File: src/rtl/sdio_cmd_rx.sv
// Card-side SDIO CMD-line receiver: oversamples sd_ck/sd_cmd in the system
// clock, deserialises 48-bit host command frames, checks CRC7 and the end
// bit, and presents index/argument on a valid/ready interface.
module sdio_cmd_rx #(
    parameter int NSYNC   = 2,
    parameter bit OPT_CRC = 1'b1
) (
    input  logic        i_clk,
    input  logic        i_reset_n,
    input  logic        i_sd_ck,
    input  logic        i_sd_cmd,
    input  logic        i_enable,
    output logic        o_valid,
    input  logic        i_ready,
    output logic [5:0]  o_index,
    output logic [31:0] o_arg,
    output logic        o_crc_err,
    output logic        o_end_err,
    output logic        o_overflow
);

    typedef enum logic [2:0] {
        ST_IDLE,
        ST_DIR,
        ST_BODY,
        ST_CRC,
        ST_END,
        ST_SKIP
    } state_t;

    // One CRC7 step, polynomial x^7 + x^3 + 1.
    function automatic logic [6:0] crc7_next(input logic [6:0] crc, input logic b);
        logic fb;
        fb = b ^ crc[6];
        return {crc[5:0], 1'b0} ^ (fb ? 7'h09 : 7'h00);
    endfunction

    logic [NSYNC-1:0] ck_sync;
    logic [NSYNC-1:0] cmd_sync;
    logic             ck_prev;
    logic             ck_s;
    logic             cmd_s;
    logic             bit_en;

    state_t           state;
    state_t           state_next;
    logic [5:0]       bit_cnt;
    logic [37:0]      body_sr;
    logic [6:0]       rx_crc;
    logic [6:0]       calc_crc;
    logic             crc_mismatch;
    logic             frame_done;

    // Synchronise sd_ck and sd_cmd through matched chains; idle level is 1.
    // NOTE: sequential state uses non-blocking assignments so every flop
    // samples the pre-edge value of its neighbours, exactly like hardware.
    always_ff @(posedge i_clk or negedge i_reset_n) begin
        if (!i_reset_n) begin
            ck_sync  <= '1;
            cmd_sync <= '1;
            ck_prev  <= 1'b1;
        end else begin
            ck_sync  <= {ck_sync[NSYNC-2:0], i_sd_ck};
            cmd_sync <= {cmd_sync[NSYNC-2:0], i_sd_cmd};
            ck_prev  <= ck_s;
        end
    end

    // CMD is taken from the same stage as the clock so both see equal delay.
    assign ck_s   = ck_sync[NSYNC-1];
    assign cmd_s  = cmd_sync[NSYNC-1];
    assign bit_en = ck_s & ~ck_prev;

    // FSM state register.
    always_ff @(posedge i_clk or negedge i_reset_n) begin
        if (!i_reset_n) state <= ST_IDLE;
        else            state <= state_next;
    end

    // Next-state logic; a low enable aborts any frame in progress.
    // NOTE: state_next gets a default before any branch so no path leaves it
    // unassigned, which would otherwise infer a latch.
    always_comb begin
        state_next = state;
        if (!i_enable) begin
            state_next = ST_IDLE;
        end else if (bit_en) begin
            case (state)
                ST_IDLE: if (!cmd_s) state_next = ST_DIR;
                ST_DIR:  state_next = cmd_s ? ST_BODY : ST_SKIP;
                ST_BODY: if (bit_cnt == 6'd37) state_next = ST_CRC;
                ST_CRC:  if (bit_cnt == 6'd6)  state_next = ST_END;
                ST_END:  state_next = ST_IDLE;
                ST_SKIP: if (bit_cnt == 6'd45) state_next = ST_IDLE;
                default: state_next = ST_IDLE;
            endcase
        end
    end

    // Bit counter restarts on every state change and counts within a state.
    always_ff @(posedge i_clk or negedge i_reset_n) begin
        if (!i_reset_n) begin
            bit_cnt <= '0;
        end else if (bit_en) begin
            if (state_next == state && state != ST_IDLE) bit_cnt <= bit_cnt + 6'd1;
            else                                         bit_cnt <= '0;
        end
    end

    // Shift index/argument and received CRC; run the CRC over start..arg.
    always_ff @(posedge i_clk or negedge i_reset_n) begin
        if (!i_reset_n) begin
            body_sr  <= '0;
            rx_crc   <= '0;
            calc_crc <= '0;
        end else if (bit_en && i_enable) begin
            case (state)
                ST_IDLE: if (!cmd_s) calc_crc <= crc7_next(7'd0, cmd_s);
                ST_DIR:  if (cmd_s)  calc_crc <= crc7_next(calc_crc, cmd_s);
                ST_BODY: begin
                    body_sr  <= {body_sr[36:0], cmd_s};
                    calc_crc <= crc7_next(calc_crc, cmd_s);
                end
                ST_CRC:  rx_crc <= {rx_crc[5:0], cmd_s};
                default: ;
            endcase
        end
    end

    assign crc_mismatch = OPT_CRC && (rx_crc != calc_crc);
    assign frame_done   = bit_en && i_enable && (state == ST_END);

    // Output holding register with valid/ready handshake and sticky overflow.
    always_ff @(posedge i_clk or negedge i_reset_n) begin
        if (!i_reset_n) begin
            o_valid    <= 1'b0;
            o_index    <= '0;
            o_arg      <= '0;
            o_crc_err  <= 1'b0;
            o_end_err  <= 1'b0;
            o_overflow <= 1'b0;
        end else if (frame_done) begin
            if (!o_valid || i_ready) begin
                o_valid   <= 1'b1;
                o_index   <= body_sr[37:32];
                o_arg     <= body_sr[31:0];
                o_crc_err <= crc_mismatch;
                o_end_err <= ~cmd_s;
            end else begin
                o_overflow <= 1'b1;
            end
        end else if (o_valid && i_ready) begin
            o_valid <= 1'b0;
        end
    end

endmodule

File: config.mk
export PLATFORM = sky130hd
export DESIGN_NAME = sdio_cmd_rx
export DESIGN_NICKNAME = d
export VERILOG_FILES = /design/src/rtl/sdio_cmd_rx.sv
export SDC_FILE = /design/constraint.sdc
export NUM_CORES = 1
export LEC_CHECK = 0
export ABC_AREA = 0
export BUFFER_PORTS_ARGS = -buffer_cell sky130_fd_sc_hd__buf_2
export CORE_MARGIN = 2
export CORE_UTILIZATION = 50
export CTS_CLUSTER_DIAMETER = 60
export DETAILED_ROUTE_END_ITERATION = 8
export PLACE_DENSITY = 0.69
export SLEW_MARGIN = 20
export SYNTH_ARGS = -nofsm -noshare
export SYNTH_HDL_FRONTEND = slang
export SYNTH_SLANG_ARGS = --single-unit
File: constraint.sdc
create_clock -name i_clk -period 2.4 [get_ports i_clk]
set_input_delay 0.12 -clock i_clk [delete_from_list [all_inputs] [get_ports i_clk]]
set_output_delay 0.12 -clock i_clk [all_outputs]
set_load 0.05 [all_outputs]
==> flow_summary.yaml, run 1 <==
status:
  status: "completed"
setup_path:
  timing.rr.end: "bit_cnt[2]"
  r2r_cells: 5
  critPathLaunchType: "flip-flop"
  critPathMaxStageDelay_ns: 0.56
  slowest_stage: "dfrtp_1"
  crit_path_end_kind: "flip-flop"
  regToRegStartpoint: "state[2]"
  path_class: "reg2reg"
  crit_chain: "and4bb_2 -> nor2b_1 -> a211oi_1 -> o21ai_1 -> o311ai_1"
  critical_path.max_fanout: 12
  r2r_slack_ns: 0.39
  worst_ep_required_time_ns: 2.67
  worstPathArrival_ns: 2.27
floorplanning:
  die_w_um: 100
  die_h_um: 100
  die_area_um2: 10000
  initial_core_util_pct: 50.8
  fp.coreArea_um2: 9110
  ios: 48
  num_rows: 35
timing:
  rsz0062_at_grt: "false"
  relSlewSlack_pct: 48.9
  tightestPinTransition_ns: 0.762
  tns_ns: 0
  fin_skew_ns: 0.0118
  fmax_mhz: 498
  fin_crit_sh_pct: 83.6
  final_hold_viol_count: 0
  min_period_ns: 2.01
  drv_slew: 0
  finalSetupViolCount: 0
finish:
  drive_above_1_share_pct: 42.4
  syn_to_final_growth_pct: 11.6
  fin_nets: 385
  n_fill_cell: 753
  diodes: 0
drt:
  dr.pass1.iters: 4
  wl_um: 7360
  drc_errors: 0
  ant_nets: 0
  viasPerCell: 5.36
  drt_iter0_drc: 99
  wire_per_inst_um: 15.0
  vias: 2634
synthesis:
  synth_top_area_cell: "dfrtp_1"
  synthesis.nets: 336
  syn_inst: 327
  syn_area_um2: 4630
  ys_seq_area_share_pct: 58.5
  synth_most_common_cell: "dfrtp_1"
  syn_avg_cell_area_um2: 14.1
  synth.distinct_cells: 47
  yosys.area.top_type_share_pct: 55.7
  postSynth.asyncResetShare_pct: 100
  ys_ff_latch: 108
  synth.area.top_cells: "dfrtp_1 56%, mux2_4 12%, mux2_2 11%, dfstp_2 2.8%, nand2_1 2.5%"
  synth_commonest_cells: "103 x dfrtp_1, 46 x mux2_2, 36 x mux2_4"
  synth_edf_count: 0
  synth_warnings: 0
  synth-main-ff-cell: "dfrtp_1"
pwr:
  p_leak_uw: 0.00272
  power_frac_seq_pct: 61.6
  internal_power_uw: 2280
  pwr-share-comb_pct: 5.6
  power_density_nw_per_um2: 589
  peakVddDrop_mv: 0.347
  p_total_uw: 3040
  p_switching_uw: 756
  swShare_pct: 24.9
  clockPowerShare_pct: 32.8
min_path:
  hold_class: "in2reg"
  min_to: "state[2]"
  holdPathStages: 2
  min_from: "i_enable"
cts:
  clk_latency_ns: 0.36
  cts_made_buffers: 9
  clk_pin_slew_ns: 0.10
  cts_tree: "done"
  htreeDepth: 3
  clock_path_buffers: 2
  clockRootBuffer: "clkbuf_8"
  cts_sinks: 108
  post_cts_buffers: 0
global_route:
  grt_use_total_pct: 15.7
  antenna_found_initial: 0
  first_global_vias: 2554
  grt_pass1_wl_um: 12500
  grt-ovfl-total: 0
  grt_max_degree: 49
place:
  dpl.hpwl_um: 4970
  port_buffers: 47
  routabilityCongestion: 0.838
flow_run:
  maxCapViolCount: 0
==> power groups by stage <==
stage                     clock network (uW)  registers [uW]  logic [uW]
after floorplan                            0            1920        81.7
after global placement                     0            1910         169
after detailed placement                   0            1910         171
after CTS                               1040            1870         176
after global routing                    1100            1880         195
final                                    996            1870         171
==> cells by family (layout without fill, tap and decap cells) <==
group | after synthesis | count (layout) | synth area share (%)
buffers and inverters | 23 | 76 | 3.49
flip-flops | 108 | 108 | 58.5
AO/OA/AOI/OAI | 39 | 39 | 5.38
AND/OR/NAND/NOR | 62 | 62 | 6.98
adder cells (fa/ha/maj) | 3 | 3 | 0.811
multiplexers | 83 | 83 | 23.1
XOR/XNOR | 9 | 9 | 1.70
==> metal layers <==
metal	routed length, um	GRT usage, %
met1	3480	21.8
met2	3530	24.5
met3	218	3.13
met4	127	5.90
met5	0	0
==> placed cells by master (no fill, tap or decap), drive strengths merged, types with 5 or more instances in the layout <==
cell type    n
buf         53
clkbuf       9
dfrtp      103
dfstp        5
inv          7
mux2        82
nand2       31
nand2b       6
o21ai       17
xnor2        6
==> registers in the layout (all words and copies together) (netlist names) <==
register / flops
o_valid: 1
calc_crc: 7
o_crc_err: 1
cmd_sync: 2
o_arg: 32
rx_crc: 7
ck_sync: 2
bit_cnt: 6
state: 3
ck_prev: 1
o_overflow: 1
o_end_err: 1
body_sr: 38
o_index: 6
==> cell type report <==
class / count / area, um^2 / area share (%)
flip-flops and latches: 108 / 2710 / 52.5
well taps: 111 / 139 / 2.69
clock inverters: 6 / 50.0 / 0.969
multi-input cells: 196 / 1760 / 34.1
repair buffers: 56 / 363 / 7.03
inverters: 5 / 18.8 / 0.364
clock buffers: 9 / 124 / 2.40
==> how the worst max path moves through the flow <==
stage | startpoint | endpoint | slack, ns | cells after the start
detailed placement | state[0] | calc_crc[2] | 0.27 | 3
global placement | state[0] | calc_crc[4] | 0.43 | 3
CTS | state[0] | calc_crc[2] | 0.26 | 3
finish | state[2] | bit_cnt[2] | 0.39 | 5
floorplan | state[1] | o_arg[0] | 0.51 | 7
global route | state[2] | bit_cnt[2] | 0.21 | 5
==> worst max-delay path, delay by kind of cell, from the launching register on <==
family             cells  cell delay [ns]
and+or+nand+nor        2             0.48
DFF                    1             0.56
AOI/OAI and AO/OA      3             0.88
==> stage by stage <==
step                      instance area (um^2)  hold slack [ns]  setup WS [ns]  util [%]  cells
after floorplan                           4630           -0.176          0.505         -    327
after detailed placement                  4960            0.181          0.268      54.4    473
after CTS                                 5160           0.0344          0.256      56.7    491
after global placement                    4960            0.175          0.426      54.4    473
final                                     5160           0.0579          0.394      56.7    491
after global routing                      5160           0.0448          0.208      56.7    491
==> timing repair <==
item	CTS	global route
endpoints found under the hold margin	43	0
hold buffers	3	0
gates resized for setup	0	0
Power figures use the tool's default switching activity.
==> run 2: changes to the inputs <==
==> constraint.sdc (replaced) <==
create_clock -name i_clk -period 2 [get_ports i_clk]
set_input_delay 0.1 -clock i_clk [delete_from_list [all_inputs] [get_ports i_clk]]
set_output_delay 0.1 -clock i_clk [all_outputs]
set_load 0.05 [all_outputs]
==> run 2 against run 1 <==
Wire length rose by 1.3%. Highest routed layer unchanged. Worst setup slack worse by 0.25 ns. Register-to-register slack got worse by 0.25 ns. Final cell count rose by 1.2%. Critical path type unchanged. First-iteration DRC count grew 7.1%. Power rose by 23%. Maximum frequency up 8.1%. Sequential cell count did not move. Via count up 0.61%.
==> flow_summary.yaml, run 2 (same netlist as run 1, synthesis figures left out) <==
timing:
  drv_slew: 0
  fin_skew_ns: 0.0133
  min_period_ns: 1.86
  final_hold_viol_count: 0
  fin_crit_sh_pct: 92.8
  tns_ns: 0
  finalSetupViolCount: 0
  fmax_mhz: 539
  rsz0062_at_grt: "false"
  relSlewSlack_pct: 51.2
  tightestPinTransition_ns: 0.727
finish:
  syn_to_final_growth_pct: 12.9
  largest_reg_flops: 38
  mostFrequentLayoutCells: "103 x dfrtp_1, 46 x mux2_2, 46 x buf_2, 36 x mux2_4, 30 x nand2_1"
  seqCellArea_um2: 2710
  diodes: 0
  multiInputGateArea_um2: 1780
  fin_nets: 390
  reg_top3: "body_sr x38, o_arg x32"
  drive_above_1_share_pct: 44.0
  n_fill_cell: 746
  largest-register: "body_sr"
  final_area_um2: 5220
  fin_util_pct: 57.3
  final_common_cell: "dfrtp_1"
global_route:
  grt_max_degree: 42
  grt_pass1_wl_um: 12900
  first_global_vias: 2688
  grt-ovfl-total: 0
  grt_use_total_pct: 16.4
  antenna_found_initial: 0
cts:
  clockRootBuffer: "clkbuf_8"
  clock_path_buffers: 2
  cts_tree: "done"
  clk_latency_ns: 0.37
  clk_pin_slew_ns: 0.10
  cts_made_buffers: 9
  htreeDepth: 3
  cts_sinks: 108
drt:
  wire_per_inst_um: 15.0
  drt_iter0_drc: 106
  dr.pass1.iters: 4
  vias: 2650
  wl_um: 7460
  drc_errors: 0
  ant_nets: 0
  viasPerCell: 5.33
place:
  dpl.hpwl_um: 5020
  routabilityCongestion: 0.825
  port_buffers: 47
  place_area_um2: 4980
floorplanning:
  ios: 48
  num_rows: 35
  die_area_um2: 10000
  die_h_um: 100
  die_w_um: 100
  initial_core_util_pct: 50.8
  fp.coreArea_um2: 9110
setup_path:
  r2r_cells: 5
  worstPathArrival_ns: 2.11
  cp-startpoint: "state[0]"
  path_class: "reg2reg"
  regToRegStartpoint: "state[0]"
  worst_ep_required_time_ns: 2.26
  critPathLaunchType: "flip-flop"
  critical_path.max_fanout: 32
  crit_path_end_kind: "flip-flop"
status:
  status: "completed"
pwr:
  p_leak_uw: 0.00276
  power_density_nw_per_um2: 716
  peakVddDrop_mv: 0.360
  p_total_uw: 3740
flow_run:
  maxCapViolCount: 0
min_path:
  hold_class: "in2reg"
  min_from: "i_enable"
  holdPathStages: 2
[run 2: final cells by class]
cell class | count | area share [%]
Tap cell | 111 | 2.66
Clock inverter | 7 | 1.32
Multi-Input combinational cell | 196 | 34.0
Inverter | 5 | 0.359
Clock buffer | 9 | 2.37
Timing Repair Buffer | 61 | 7.43
Sequential cell | 108 | 51.9
[run 2: path summary, 6_finish.rpt]
kind / endpoint / slack (ns)
max in group asynchronous: o_arg[18] / 1.10
hold / removal: state[0] / 0.04
setup / recovery: o_arg[4] / 0.14
hold reg to reg: ck_sync[1] / 0.36
min in group asynchronous: body_sr[15] / 0.24
setup reg to reg: o_arg[4] / 0.14
[run 2: what timing repair did]
action / 4_1_cts / 5_1_grt
gates resized for setup: 3 / 2
gates cloned: 0 / 0
buffers inserted: 0 / 0
hold buffers: 3 / 0
endpoints found under the hold margin: 40 / 0
endpoints found under the setup margin: 4 / 6
[run 2: critical path, stage by stage, from the launching register on]
cell and delay, ns:
dfrtp_1 0.41, or2_1 0.27, or3_4 0.38, nand2b_4 0.16, buf_12 0.19, mux2_4 0.32
[run 2: per-stage QoR]
step                      hold WS (ns)  setup slack (ns)  std cells
after floorplan                 -0.196             0.105        327
after global placement           0.108            0.0602        478
after detailed placement         0.114           0.00457        478
after CTS                       0.0119            0.0495        497
after global routing            0.0148           0.00581        497
final                           0.0351             0.144        497
[run 2: layer usage]
layer | vias to the layer above | track usage [%] | part of all wire (%)
met4 | 0 | 6.53 | 1.6
met5 | - | 0 | 0
met1 | 1320 | 22.0 | 48
li1 | 1266 | - | -
met3 | 10 | 3.41 | 3.1
met2 | 54 | 26.3 | 48
[run 2: where the power goes]
| group | switching [uW] | leakage [uW] | internal, uW |
|---|---|---|---|
| Clock | 787 | 0.0000964 | 485 |
| Combinational | 149 | 0.00118 | 74.2 |
| Sequential | 27.6 | 0.00149 | 2220 |
| Total | 964 | 0.00276 | 2780 |
